**src/rtl/backprop_step1_ctrl_if.sv**
```systemverilog
// rtl/backprop_step1_ctrl_if.sv - weight RAM port and datapath operand bus of the weight-update sequencer
interface backprop_step1_ctrl_if #(
  parameter int ADDR_W = 2
);
  logic [ADDR_W-1:0] w_addr;
  logic              w_rd_en;
  logic [31:0]       w_rdata;
  logic              w_we;
  logic [31:0]       w_wdata;
  logic [31:0]       dp_target;
  logic [31:0]       dp_output_sigmoid;
  logic [31:0]       dp_hidden_sigmoid;
  logic [31:0]       dp_w_initial;
  logic [31:0]       dp_w_update;

  modport master (
    output w_addr, w_rd_en, w_we, w_wdata,
    output dp_target, dp_output_sigmoid, dp_hidden_sigmoid, dp_w_initial,
    input  w_rdata, dp_w_update
  );

  modport slave (
    input  w_addr, w_rd_en, w_we, w_wdata,
    input  dp_target, dp_output_sigmoid, dp_hidden_sigmoid, dp_w_initial,
    output w_rdata, dp_w_update
  );
endinterface

```
**src/rtl/backprop_step1_ctrl.sv**
```systemverilog
// rtl/backprop_step1_ctrl.sv - sequencer walking every output-layer weight through read/load/settle/write
// Optional BP_NAN_GUARD_EN: keep the old weight and raise sticky err when the datapath returns Inf/NaN.
module backprop_step1_ctrl #(
  parameter int N_HIDDEN = 2,
  parameter int N_OUT    = 2,
  parameter int ADDR_W   = 2,
  parameter int DP_LAT   = 1,
  localparam int OW = (N_OUT > 1) ? $clog2(N_OUT) : 1,
  localparam int HW = (N_HIDDEN > 1) ? $clog2(N_HIDDEN) : 1
) (
  input  logic                   clk,
  input  logic                   rst_n,
  input  logic                   start,
  output logic                   busy,
  output logic                   done,
  output logic [OW-1:0]          out_idx,
  output logic [HW-1:0]          hid_idx,
  input  logic [31:0]            target_in,
  input  logic [31:0]            out_sig_in,
  input  logic [31:0]            hid_sig_in,
  backprop_step1_ctrl_if.master  bus,
  output logic                   err
);

  localparam int CW = (DP_LAT > 1) ? $clog2(DP_LAT) : 1;
  localparam logic [OW-1:0] OUT_LAST = OW'(N_OUT - 1);
  localparam logic [HW-1:0] HID_LAST = HW'(N_HIDDEN - 1);

  typedef enum logic [2:0] {
    S_IDLE,
    S_READ,
    S_LOAD,
    S_WAIT,
    S_WRITE,
    S_DONE
  } state_t;

  state_t state;
  state_t state_nxt;

  logic [OW-1:0] out_q;
  logic [HW-1:0] hid_q;
  logic [CW-1:0] wait_cnt;
  logic [31:0]   dp_target_q;
  logic [31:0]   dp_out_sig_q;
  logic [31:0]   dp_hid_sig_q;
  logic [31:0]   dp_w_init_q;
  logic [31:0]   wdata_sel;
  logic          rd_en;
  logic          we;
  logic [31:0]   wdata;
  logic          last_w;

  assign last_w = (out_q == OUT_LAST) && (hid_q == HID_LAST);

  always_ff @(posedge clk or negedge rst_n) begin
    if (!rst_n) begin
      state <= S_IDLE;
    end else begin
      state <= state_nxt;
    end
  end

  // start is only honoured from IDLE; DONE always falls back to IDLE first
  always_comb begin
    state_nxt = state;
    case (state)
      S_IDLE:  if (start) state_nxt = S_READ;
      S_READ:  state_nxt = S_LOAD;
      S_LOAD:  state_nxt = S_WAIT;
      S_WAIT:  if (wait_cnt == '0) state_nxt = S_WRITE;
      S_WRITE: state_nxt = last_w ? S_DONE : S_READ;
      S_DONE:  state_nxt = S_IDLE;
      default: state_nxt = S_IDLE;
    endcase
  end

  always_comb begin
    busy  = 1'b0;
    done  = 1'b0;
    rd_en = 1'b0;
    we    = 1'b0;
    wdata = 32'h0;
    case (state)
      S_READ: begin
        busy  = 1'b1;
        rd_en = 1'b1;
      end
      S_LOAD, S_WAIT: begin
        busy = 1'b1;
      end
      S_WRITE: begin
        busy  = 1'b1;
        we    = 1'b1;
        wdata = wdata_sel;
      end
      S_DONE: begin
        done = 1'b1;
      end
      default: begin
        busy = 1'b0;
      end
    endcase
  end

  // Operands are captured once per weight so the datapath sees stable inputs through WAIT and WRITE
  always_ff @(posedge clk or negedge rst_n) begin
    if (!rst_n) begin
      out_q        <= '0;
      hid_q        <= '0;
      wait_cnt     <= '0;
      dp_target_q  <= 32'h0;
      dp_out_sig_q <= 32'h0;
      dp_hid_sig_q <= 32'h0;
      dp_w_init_q  <= 32'h0;
    end else begin
      case (state)
        S_IDLE: begin
          if (start) begin
            out_q <= '0;
            hid_q <= '0;
          end
        end
        S_LOAD: begin
          dp_w_init_q  <= bus.w_rdata;
          dp_target_q  <= target_in;
          dp_out_sig_q <= out_sig_in;
          dp_hid_sig_q <= hid_sig_in;
          wait_cnt     <= CW'(DP_LAT - 1);
        end
        S_WAIT: begin
          if (wait_cnt != '0) wait_cnt <= wait_cnt - 1'b1;
        end
        S_WRITE: begin
          if (!last_w) begin
            if (hid_q == HID_LAST) begin
              hid_q <= '0;
              out_q <= out_q + 1'b1;
            end else begin
              hid_q <= hid_q + 1'b1;
            end
          end
        end
        default: begin
          wait_cnt <= wait_cnt;
        end
      endcase
    end
  end

`ifdef BP_NAN_GUARD_EN
  logic dp_bad;
  logic err_q;

  assign dp_bad    = (bus.dp_w_update[30:23] == 8'hFF);
  assign wdata_sel = dp_bad ? dp_w_init_q : bus.dp_w_update;

  always_ff @(posedge clk or negedge rst_n) begin
    if (!rst_n) begin
      err_q <= 1'b0;
    end else if (state == S_IDLE && start) begin
      err_q <= 1'b0;
    end else if (state == S_WRITE && dp_bad) begin
      err_q <= 1'b1;
    end
  end

  assign err = err_q;
`else
  assign wdata_sel = bus.dp_w_update;
  assign err       = 1'b0;
`endif

  assign out_idx               = out_q;
  assign hid_idx               = hid_q;
  assign bus.w_addr            = ADDR_W'(int'(out_q) * N_HIDDEN + int'(hid_q));
  assign bus.w_rd_en           = rd_en;
  assign bus.w_we              = we;
  assign bus.w_wdata           = wdata;
  assign bus.dp_target         = dp_target_q;
  assign bus.dp_output_sigmoid = dp_out_sig_q;
  assign bus.dp_hidden_sigmoid = dp_hid_sig_q;
  assign bus.dp_w_initial      = dp_w_init_q;

  a_no_rd_wr_overlap: assert property (@(posedge clk) disable iff (!rst_n)
    !(bus.w_rd_en && bus.w_we));

  a_load_then_wait: assert property (@(posedge clk) disable iff (!rst_n)
    (state == S_LOAD) |=> (state == S_WAIT));

endmodule

```
**src/flat_wrapper.sv**
```systemverilog
// flat-port wrapper written by rule: the top's interface ports become plain ports
module backprop_step1_ctrl_flat 
#(
  parameter int N_HIDDEN = 2,
  parameter int N_OUT    = 2,
  parameter int ADDR_W   = 2,
  parameter int DP_LAT   = 1,
  localparam int OW = (N_OUT > 1) ? $clog2(N_OUT) : 1,
  localparam int HW = (N_HIDDEN > 1) ? $clog2(N_HIDDEN) : 1
)
  (clk, rst_n, start, busy, done, out_idx, hid_idx, target_in, out_sig_in, hid_sig_in, err, bus_w_addr, bus_w_rd_en, bus_w_we, bus_w_wdata, bus_dp_target, bus_dp_output_sigmoid, bus_dp_hidden_sigmoid, bus_dp_w_initial, bus_w_rdata, bus_dp_w_update);
  backprop_step1_ctrl_if #(.ADDR_W(ADDR_W)) bus_i ();
  input  logic clk;
  input  logic rst_n;
  input  logic start;
  output logic busy;
  output logic done;
  output logic [OW-1:0] out_idx;
  output logic [HW-1:0] hid_idx;
  input  logic [31:0] target_in;
  input  logic [31:0] out_sig_in;
  input  logic [31:0] hid_sig_in;
  output logic err;
  output wire logic [$bits(bus_i.w_addr)-1:0] bus_w_addr;
  output wire logic [$bits(bus_i.w_rd_en)-1:0] bus_w_rd_en;
  output wire logic [$bits(bus_i.w_we)-1:0] bus_w_we;
  output wire logic [$bits(bus_i.w_wdata)-1:0] bus_w_wdata;
  output wire logic [$bits(bus_i.dp_target)-1:0] bus_dp_target;
  output wire logic [$bits(bus_i.dp_output_sigmoid)-1:0] bus_dp_output_sigmoid;
  output wire logic [$bits(bus_i.dp_hidden_sigmoid)-1:0] bus_dp_hidden_sigmoid;
  output wire logic [$bits(bus_i.dp_w_initial)-1:0] bus_dp_w_initial;
  input wire logic [$bits(bus_i.w_rdata)-1:0] bus_w_rdata;
  input wire logic [$bits(bus_i.dp_w_update)-1:0] bus_dp_w_update;
  assign bus_w_addr = bus_i.w_addr;
  assign bus_w_rd_en = bus_i.w_rd_en;
  assign bus_w_we = bus_i.w_we;
  assign bus_w_wdata = bus_i.w_wdata;
  assign bus_dp_target = bus_i.dp_target;
  assign bus_dp_output_sigmoid = bus_i.dp_output_sigmoid;
  assign bus_dp_hidden_sigmoid = bus_i.dp_hidden_sigmoid;
  assign bus_dp_w_initial = bus_i.dp_w_initial;
  assign bus_i.w_rdata = bus_w_rdata;
  assign bus_i.dp_w_update = bus_dp_w_update;
  backprop_step1_ctrl #(.N_HIDDEN(N_HIDDEN), .N_OUT(N_OUT), .ADDR_W(ADDR_W), .DP_LAT(DP_LAT)) u_core (.clk(clk), .rst_n(rst_n), .start(start), .busy(busy), .done(done), .out_idx(out_idx), .hid_idx(hid_idx), .target_in(target_in), .out_sig_in(out_sig_in), .hid_sig_in(hid_sig_in), .bus(bus_i), .err(err));
endmodule
```
**config.mk**
```make
export PLATFORM = sky130hd
export DESIGN_NAME = backprop_step1_ctrl_flat
export DESIGN_NICKNAME = d
export VERILOG_FILES = /design/src/rtl/backprop_step1_ctrl_if.sv /design/src/rtl/backprop_step1_ctrl.sv /design/src/flat_wrapper.sv
export SDC_FILE = /design/constraint.sdc
export NUM_CORES = 1
export LEC_CHECK = 0
export ABC_AREA = 0
export CORE_AREA = 5 5 126 128
export CTS_CLUSTER_DIAMETER = 200
export DETAILED_ROUTE_END_ITERATION = 12
export DIE_AREA = 0 0 131 133
export GPL_TIMING_DRIVEN = 0
export HOLD_SLACK_MARGIN = 0.03
export PLACE_DENSITY = 0.85
export SLEW_MARGIN = 0
export SYNTH_ARGS = -nofsm -noshare
export SYNTH_HDL_FRONTEND = slang
export SYNTH_SLANG_ARGS = --single-unit
```
**constraint.sdc**
```tcl
create_clock -name clk -period 3 [get_ports clk]
set_clock_uncertainty 0.15 [all_clocks]
set_input_delay 0.6 -clock clk [delete_from_list [all_inputs] [get_ports clk]]
set_output_delay 0.6 -clock clk [all_outputs]
set_load 0.03 [all_outputs]
```
# ---- Yosys cells after proc, flatten, opt, wreduce, memory -nomap -nowiden
# Cells that the tools add are included.
dict set report totals {
  register_bits 134
  in_bits 163
  out_inout_bits 169
  wordCells 47
}
dict set report classes {
  addsub 4
  eq_ne 9
  muxes 18
  n_reduce_logical 8
}
# operator n
set op_table {}
lappend op_table {{32-bit two-way mux} 1}
lappend op_table {{3-bit case mux with 5 select lines} 1}
lappend op_table {{1-bit two-way mux} 10}
lappend op_table {{3-bit two-way mux} 3}
lappend op_table {{3-bit by 2-bit equality test with 1-bit output, second input constant} 2}
lappend op_table {{3-bit equality test, second input constant} 2}
lappend op_table {{2-bit inequality test, second input constant} 3}
lappend op_table {{1-bit case mux with 2 select lines} 3}
lappend op_table {{4-bit AND reduction} 1}
lappend op_table {{2-bit nonzero test} 2}
lappend op_table {{4-bit OR reduction} 1}
lappend op_table {{3-bit by 1-bit equality test with 1-bit output, second input constant} 1}
lappend op_table {{3-bit logical NOT} 1}
lappend op_table {{3-bit AND reduction} 1}
lappend op_table {{1-bit adder, second input constant} 2}
lappend op_table {{2-bit by 1-bit adder with 2-bit output} 1}
lappend op_table {{2-bit by 1-bit inequality test with 1-bit output, second input constant} 1}
lappend op_table {{2-bit AND reduction} 1}
lappend op_table {{1-bit logical AND} 1}
lappend op_table {{1-bit subtractor, second input constant} 1}

# ---- Depth between registers and ports, before layout
# Gate-level depths: netlist (run 1).
dict set report depth {
  depth_word 4
  mapped_depth 5
}

# ---- Least setup slack after synthesis (run 1)
# Ideal clock, no wire load.
dict set report synth_path {
  kind {register to output}
  startpoint {register u_core.state[0]}
  endpoint {output bus_w_wdata[10]}
  t_arrival_ns 1.322
  slack_ns 0.928
  path_stages_with_launch 5
  cell_sequence {dfrtp_1 buf_4 nor2_1 clkbuf_1 and3_1}
}
dict set report synth_between {
  elab_chain_len 2
}
# element line
set synth_rtl {}
lappend synth_rtl {{start: declaration} backprop_step1_ctrl.sv:38} ;# state_t state;
lappend synth_rtl {{start signal: assignment} backprop_step1_ctrl.sv:60} ;# state <= state_nxt;
lappend synth_rtl {{3-bit equality test} backprop_step1_ctrl.sv:84} ;# case (state)
lappend synth_rtl {{32-bit two-way mux} backprop_step1_ctrl.sv:84}
lappend synth_rtl {{end: declaration} flat_wrapper.sv:27} ;# output wire logic [$bits(bus_i.w_wdata)-1:0] bus_w_wdata;
# No other way between the ends.

# ---- Final worst setup path (run 1)
dict set report layout_path {
  startpoint {register u_core.state[0]}
  endpoint {output bus_w_wdata[19]}
}
# The elaborated chain is that of the path after synthesis.

==> flow_summary.json, run 1 <==
{
  "timing.critical_path.fanout_max": 8,
  "synth_flop_type": "sky130_fd_sc_hd__dfrtp_1",
  "synth_area_um2": 5340,
  "yosys_register_bits": 133,
  "antenna_left": 0,
  "setup_violations": 0,
  "drt_iter0_markers": 89,
  "detailedRoute.firstPassIterationCount": 4,
  "vias": 4173,
  "synth_async_sr_flop_share_pct": 100,
  "layout.cells.most_common": "sky130_fd_sc_hd__clkdlybuf4s50_1",
  "synthesis_to_layout_area_growth_pct": 77.6,
  "hpwlAfterDp_um": 13200,
  "maxSlewHeadroom_pct": 61.0,
  "critPathKind": "reg -> out",
  "dieWidth_um": 131,
  "leading_cell_types_in_the_layout_fill_and_taps_excluded": "299 x sky130_fd_sc_hd__clkdlybuf4s50_1, 133 x sky130_fd_sc_hd__dfrtp_1, 128 x sky130_fd_sc_hd__mux2_2",
  "ys.warnings.count": 0,
  "slew_violations": 0,
  "num-nets-final": 853,
  "met3RoutedLength_um": 1520,
  "synth.top_cells.by_area": "sky130_fd_sc_hd__dfrtp_1 62%, sky130_fd_sc_hd__mux2_2 27%, sky130_fd_sc_hd__and3_1 3.7%, sky130_fd_sc_hd__buf_6 2.5%, sky130_fd_sc_hd__buf_4 0.70%",
  "grt_setup_unrepaired": "false",
  "timing.max_cap.violations": 0,
  "cts.clk_slew.worst_paths_ns": 0.06,
  "effective_utilization_at_floorplan_pct": 36.2,
  "dr_wl_met2_um": 9120,
  "synth_area_per_cell_um2": 15.8,
  "power_frac_comb_pct": 55.8,
  "post_layout_nonfiller_instances": 891,
  "grt_start_max_net_pins": 71,
  "grt_pass1_vias": 4725,
  "share_seq_of_total_power_pct": 27.0,
  "finished_layout_cell_area_um2": 9490,
  "number_of_ports_placed_on_the_die_boundary": 332,
  "drt-vias-per-instance": 4.68,
  "synth.lib_cells_used.distinct": 25,
  "wirelength_met1_um": 5330,
  "worst_skew_pair.late_latency_ns": 0.41,
  "insertedDiodeCount": 0,
  "fp.coreArea_um2": 14800,
  "cts_sinks": 133,
  "drc": 0,
  "worst-endpoint-arrival_ns": 2.09,
  "row_cnt": 45,
  "tritoncts": "done",
  "worst_hold_path_type": "reg -> reg",
  "synth_top_area_share_pct": 62.3,
  "worst_slew_pin_slew_ns": 0.585,
  "fp.dieH_um": 133,
  "wire_per_inst_um": 18.5,
  "ctsLongestPathBuffers": 2,
  "leakagePower_nw": 4.16,
  "synth_enable_flop_cells": 0,
  "global_route.overflow_total": 0,
  "placedInstanceArea_um2": 8910,
  "syn-instance-count": 339,
  "power_density_of_the_placed_cells_nw_per_um2": 1270,
  "cts-buffers-inserted": 17,
  "report.final.hold_viol_count": 0,
  "final_layout_size_suffix_gt1_share_pct": 26.3,
  "p_switching_mw": 4.70,
  "clk_root_buffer_cell": "sky130_fd_sc_hd__clkbuf_16",
  "timing.final.crit_period_ns": 2.84,
  "grt_pass1_wl_um": 25200,
  "synth_top_area_cell": "sky130_fd_sc_hd__dfrtp_1",
  "gpl.final_weighted_congestion": 0.957,
  "io_buffers": 330,
  "power.internal_mw": 7.31,
  "post-layout-total-power_mw": 12.0,
  "worst_ir_drop_vdd_mv": 0.610,
  "num-fill-cells": 1098,
  "worstPathRequired_ns": 2.25,
  "clock_tree.htree_level_count": 4,
  "antenna_found_initial": 0,
  "grt_use_total_pct": 19.0,
  "maxClockFrequency_mhz": 352,
  "fin_hold_ws_ns": 0.353,
  "cp-start-kind": "register",
  "clkPwrFrac_pct": 17.2,
  "dieArea_um2": 17400,
  "status": "completed",
  "swShare_pct": 39.2,
  "place.detailed.instances": 858,
  "synth_seq_area_share_pct": 62.3,
  "final.period_utilization_pct": 94.6,
  "routed_wirelength_um": 16500,
  "net_count_after_synthesis": 502,
  "highest-signal-layer": "met4",
  "timing.critical_path.to_type": "output port",
  "sequential_cell_area_um2": 3330,
  "area_of_the_multi_input_gates_um2": 1780
}
[cell type report]
type                       count  area share (%)
inverter                       1          0.0396
buffer                        26            2.48
timing repair buffer         332            34.9
tap                          188            2.48
clock inverter                10            1.36
clock buffer                  22            4.89
multi-input combinational    179            18.8
sequential                   133            35.1
[metrics by stage]
| step | setup slack, ns | utilization, % | setup TNS [ns] |
|---|---|---|---|
| after floorplan | 0.928 | - | 0 |
| after global placement | -3.75 | 60.2 | -497.01 |
| after detailed placement | 0.128 | 60.4 | 0 |
| after CTS | 0.0148 | 64.3 | 0 |
| after global routing | 0.0274 | 64.3 | 0 |
| final | 0.162 | 64.3 | 0 |
[synth_stat cells, drive strengths merged (2+ instances only)]
cell / number
buf: 20
dfrtp: 133
nor2: 2
nor2b: 2
mux2: 128
clkbuf: 6
and3: 32
xnor2: 2
[power by group through the flow]
stage / clock network [mW] / registers [mW] / logic [mW]
after floorplan: 0 / 5.02 / 2.23
after global placement: 0 / 3.21 / 6.69
after CTS: 2.11 / 3.26 / 6.80
final: 2.07 / 3.24 / 6.70
after global routing: 2.20 / 3.36 / 7.05
after detailed placement: 0 / 3.28 / 6.80
[timing repair]
item / in CTS / in global routing
setup buffers: 0 / 0
endpoints found under the setup margin: 31 / 5
hold buffers: 1 / 0
endpoints found under the hold margin: 2 / 0
resized for setup: 32 / 5
[worst paths after layout]
| check | from | to | slack, ns | depth (start not counted) |
|---|---|---|---|---|
| max in group asynchronous | rst_n | u_core.bus.dp_w_initial[1] | 1.38 | 3 |
| worst min-delay path | u_core.bus.dp_output_sigmoid[19] | u_core.bus.dp_output_sigmoid[19] | 0.35 | 1 |
| worst min register to register | u_core.bus.dp_output_sigmoid[19] | u_core.bus.dp_output_sigmoid[19] | 0.35 | 1 |
| worst max-delay path | u_core.state[0] | bus_w_wdata[19] | 0.16 | 4 |
| min in group asynchronous | rst_n | u_core.bus.dp_output_sigmoid[22] | 0.59 | 2 |
| worst max register to register | u_core.state[0] | u_core.bus.dp_hidden_sigmoid[31] | 1.22 | 5 |
[worst max-delay path, cell delays in order (launching register included)]
cell,delay (ns)
sky130_fd_sc_hd__dfrtp_1,0.35
sky130_fd_sc_hd__buf_4,0.16
sky130_fd_sc_hd__nor2_2,0.25
sky130_fd_sc_hd__and3_1,0.22
sky130_fd_sc_hd__clkdlybuf4s50_1,0.68
[routing by layer]
layer  track usage, %  up-vias
met5                0        -
met1             18.7     2024
met4             8.46        0
li1                 -     1908
met2             35.1      208
met3             6.66       33
[state kept, by name, indices dropped and copies added, names as in the netlist]
signal / count
u_core.out_idx: 1
u_core.bus.dp_hidden_sigmoid: 32
u_core.hid_idx: 1
u_core.bus.dp_target: 32
u_core.bus.dp_w_initial: 32
u_core.state: 3
u_core.bus.dp_output_sigmoid: 32
[logic make-up after synthesis]
kind of cell	share of synthesized area [%]
AOI/OAI and AO/OA	0.890
and+or+nand+nor	5.06
buffers and inverters	4.38
xor gates and xnor gates	0.328
other	0.0702
DFF	62.3
muxes	27.0
(Power assumes the default switching activity.)
==> run 2: changes to the inputs <==
- MAX_ROUTING_LAYER: not set -> met4
- clock period: 3 -> 3.7 ns (I/O delays scaled with it)
==> run 2 against run 1 <==
  * Register-to-register slack better by 0.70 ns
  * Clock power is 14% lower
  * Die area stayed put
  * Worst hold slack worse by 0.20 ns
  * First-iteration DRC count is 28% higher
  * Critical path depth is 1 higher
  * Utilization is 0.43 points higher
  * Final area is 0.67% higher
  * Largest cell class unchanged
  * Highest routed layer unchanged
==> flow_summary.json, run 2 (synthesized netlist as in run 1, its figures left out) <==
{
  "status": "completed",
  "synthesis_to_layout_area_growth_pct": 78.8,
  "timing.critical_path.to_type": "output port",
  "post_layout_nonfiller_instances": 890,
  "antenna_left": 0,
  "dieWidth_um": 131,
  "final_util_pct": 64.7,
  "final_layout_size_suffix_gt1_share_pct": 26.1,
  "timing.critical_path.fanout_max": 10,
  "cp-start-kind": "register",
  "slew_violations": 0,
  "num-nets-final": 852,
  "fp.dieH_um": 133,
  "critPathKind": "reg -> out",
  "report.final.hold_viol_count": 0,
  "maxSlewHeadroom_pct": 61.4,
  "final.period_utilization_pct": 92.9,
  "rrSetupSlack_ns": 1.92,
  "power_density_of_the_placed_cells_nw_per_um2": 1040,
  "crit_path_cell_chain": "buf_4 > nor2_1 > clkbuf_1 > and3_1 > clkdlybuf4s50_1",
  "worst_skew_pair.late_latency_ns": 0.41,
  "row_cnt": 45,
  "worstPathRequired_ns": 2.81,
  "global_route.overflow_total": 0,
  "critPathSlowestCell": "sky130_fd_sc_hd__clkdlybuf4s50_1",
  "place.detailed.instances": 858,
  "vias": 4181,
  "grt_pass1_wl_um": 25100,
  "worst_path_largest_cell_delay_ns": 0.73,
  "wire_per_inst_um": 18.6,
  "worst_slew_pin_slew_ns": 0.579,
  "gpl.final_weighted_congestion": 0.963,
  "timing.final.crit_period_ns": 3.44,
  "antenna_found_initial": 0,
  "setup_violations": 0,
  "worst_hold_path_type": "in -> async",
  "leakagePower_nw": 4.02,
  "cts.repair.resized": 0,
  "routed_wirelength_um": 16500,
  "layout.cells.most_common": "sky130_fd_sc_hd__clkdlybuf4s50_1",
  "critPathBufInv": 3,
  "drt-vias-per-instance": 4.70,
  "clock_tree.htree_level_count": 4,
  "leading_cell_types_in_the_layout_fill_and_taps_excluded": "329 x sky130_fd_sc_hd__clkdlybuf4s50_1, 133 x sky130_fd_sc_hd__dfrtp_1, 128 x sky130_fd_sc_hd__mux2_2",
  "cts_hold_buffers": 0,
  "number_of_ports_placed_on_the_die_boundary": 332,
  "fp.coreArea_um2": 14800,
  "worst_ir_drop_vdd_mv": 0.486,
  "grt_use_total_pct": 19.5,
  "cts-buffers-inserted": 17,
  "drc": 0,
  "hpwlAfterDp_um": 13300,
  "maxClockFrequency_mhz": 291,
  "cts.clk_slew.worst_paths_ns": 0.06,
  "dieArea_um2": 17400,
  "grt_start_max_net_pins": 72,
  "drt_iter0_markers": 114,
  "grt_setup_unrepaired": "false",
  "cts_sinks": 133,
  "path_depth_of_the_worst_reg2reg_path": 5,
  "effective_utilization_at_floorplan_pct": 36.2,
  "cts_setup_buffers": 0,
  "timing.max_cap.violations": 0,
  "regToRegEndpoint": "u_core.bus.dp_hidden_sigmoid[21]",
  "insertedDiodeCount": 0,
  "ctsLongestPathBuffers": 2,
  "reg_to_reg_startpoint": "u_core.state[0]",
  "worst-endpoint-arrival_ns": 2.55,
  "io_buffers": 330,
  "clk_root_buffer_cell": "sky130_fd_sc_hd__clkbuf_16",
  "critical_path.top_delay_family": "buffers and inverters",
  "tritoncts": "done",
  "detailedRoute.firstPassIterationCount": 4,
  "grt_pass1_vias": 4784
}
-- run 2: cell count changes in the layout (fill, tap and decap cells not counted), moves of 2 or more --
cell                              delta
sky130_fd_sc_hd__clkbuf_2            -4
sky130_fd_sc_hd__clkdlybuf4s50_1    +30
sky130_fd_sc_hd__clkinv_2            -2
sky130_fd_sc_hd__dlygate4sd2_1      -29
sky130_fd_sc_hd__inv_6               +2
-- run 2: area by class of cell --
cell class / count / area [um2]
tap: 188 / 235
clock inverter: 12 / 174
multi-input combinational: 179 / 1780
fill: 1081 / 5200
inverter: 1 / 3.75
timing repair buffer: 331 / 3330
clock buffer: 20 / 467
sequential: 133 / 3330
buffer: 26 / 230
-- run 2: worst max-delay path by stage --
| stage | startpoint | to | slack, ns | cells after the start |
|---|---|---|---|---|
| after global placement | rst_n | u_core.bus.dp_w_initial[9] | -3.16 | 1 |
| final | u_core.state[0] | bus_w_wdata[13] | 0.26 | 5 |
| after floorplan | u_core.state[0] | bus_w_wdata[10] | 1.49 | 4 |
| after global routing | u_core.state[0] | bus_w_wdata[13] | 0.13 | 5 |
| after CTS | u_core.state[0] | bus_w_wdata[13] | 0.25 | 5 |
| after detailed placement | u_core.state[0] | bus_w_wdata[13] | 0.69 | 5 |
-- run 2: power breakdown --
| group | switching, mW | internal (mW) |
|---|---|---|
| registers | 0.407 | 2.23 |
| logic | 2.83 | 2.64 |
| clock network | 0.608 | 1.18 |
-- run 2: metal layers --
metal / share of wire, % / GRT usage (%) / vias to the layer above
li1: - / - / 1908
met1: 34 / 19.4 / 2017
met2: 54 / 34.4 / 219
met3: 7.8 / 5.33 / 37
met4: 3.7 / 9.60 / 0
met5: 0 / - / -
-- run 2: through the flow --
stage                     instance area (um2)  worst slack [ns]  power [mW]  TNS [ns]  hold slack (ns)
final                                    9550             0.262        9.89         0            0.155
after global routing                     9550             0.130        10.4         0            0.185
after CTS                                9550             0.246        10.0         0            0.170
after detailed placement                 8910             0.693        8.19         0            0.344
after global placement                   8880             -3.16        8.03   -418.93            0.338
after floorplan                          5340              1.49        5.88         0            0.294
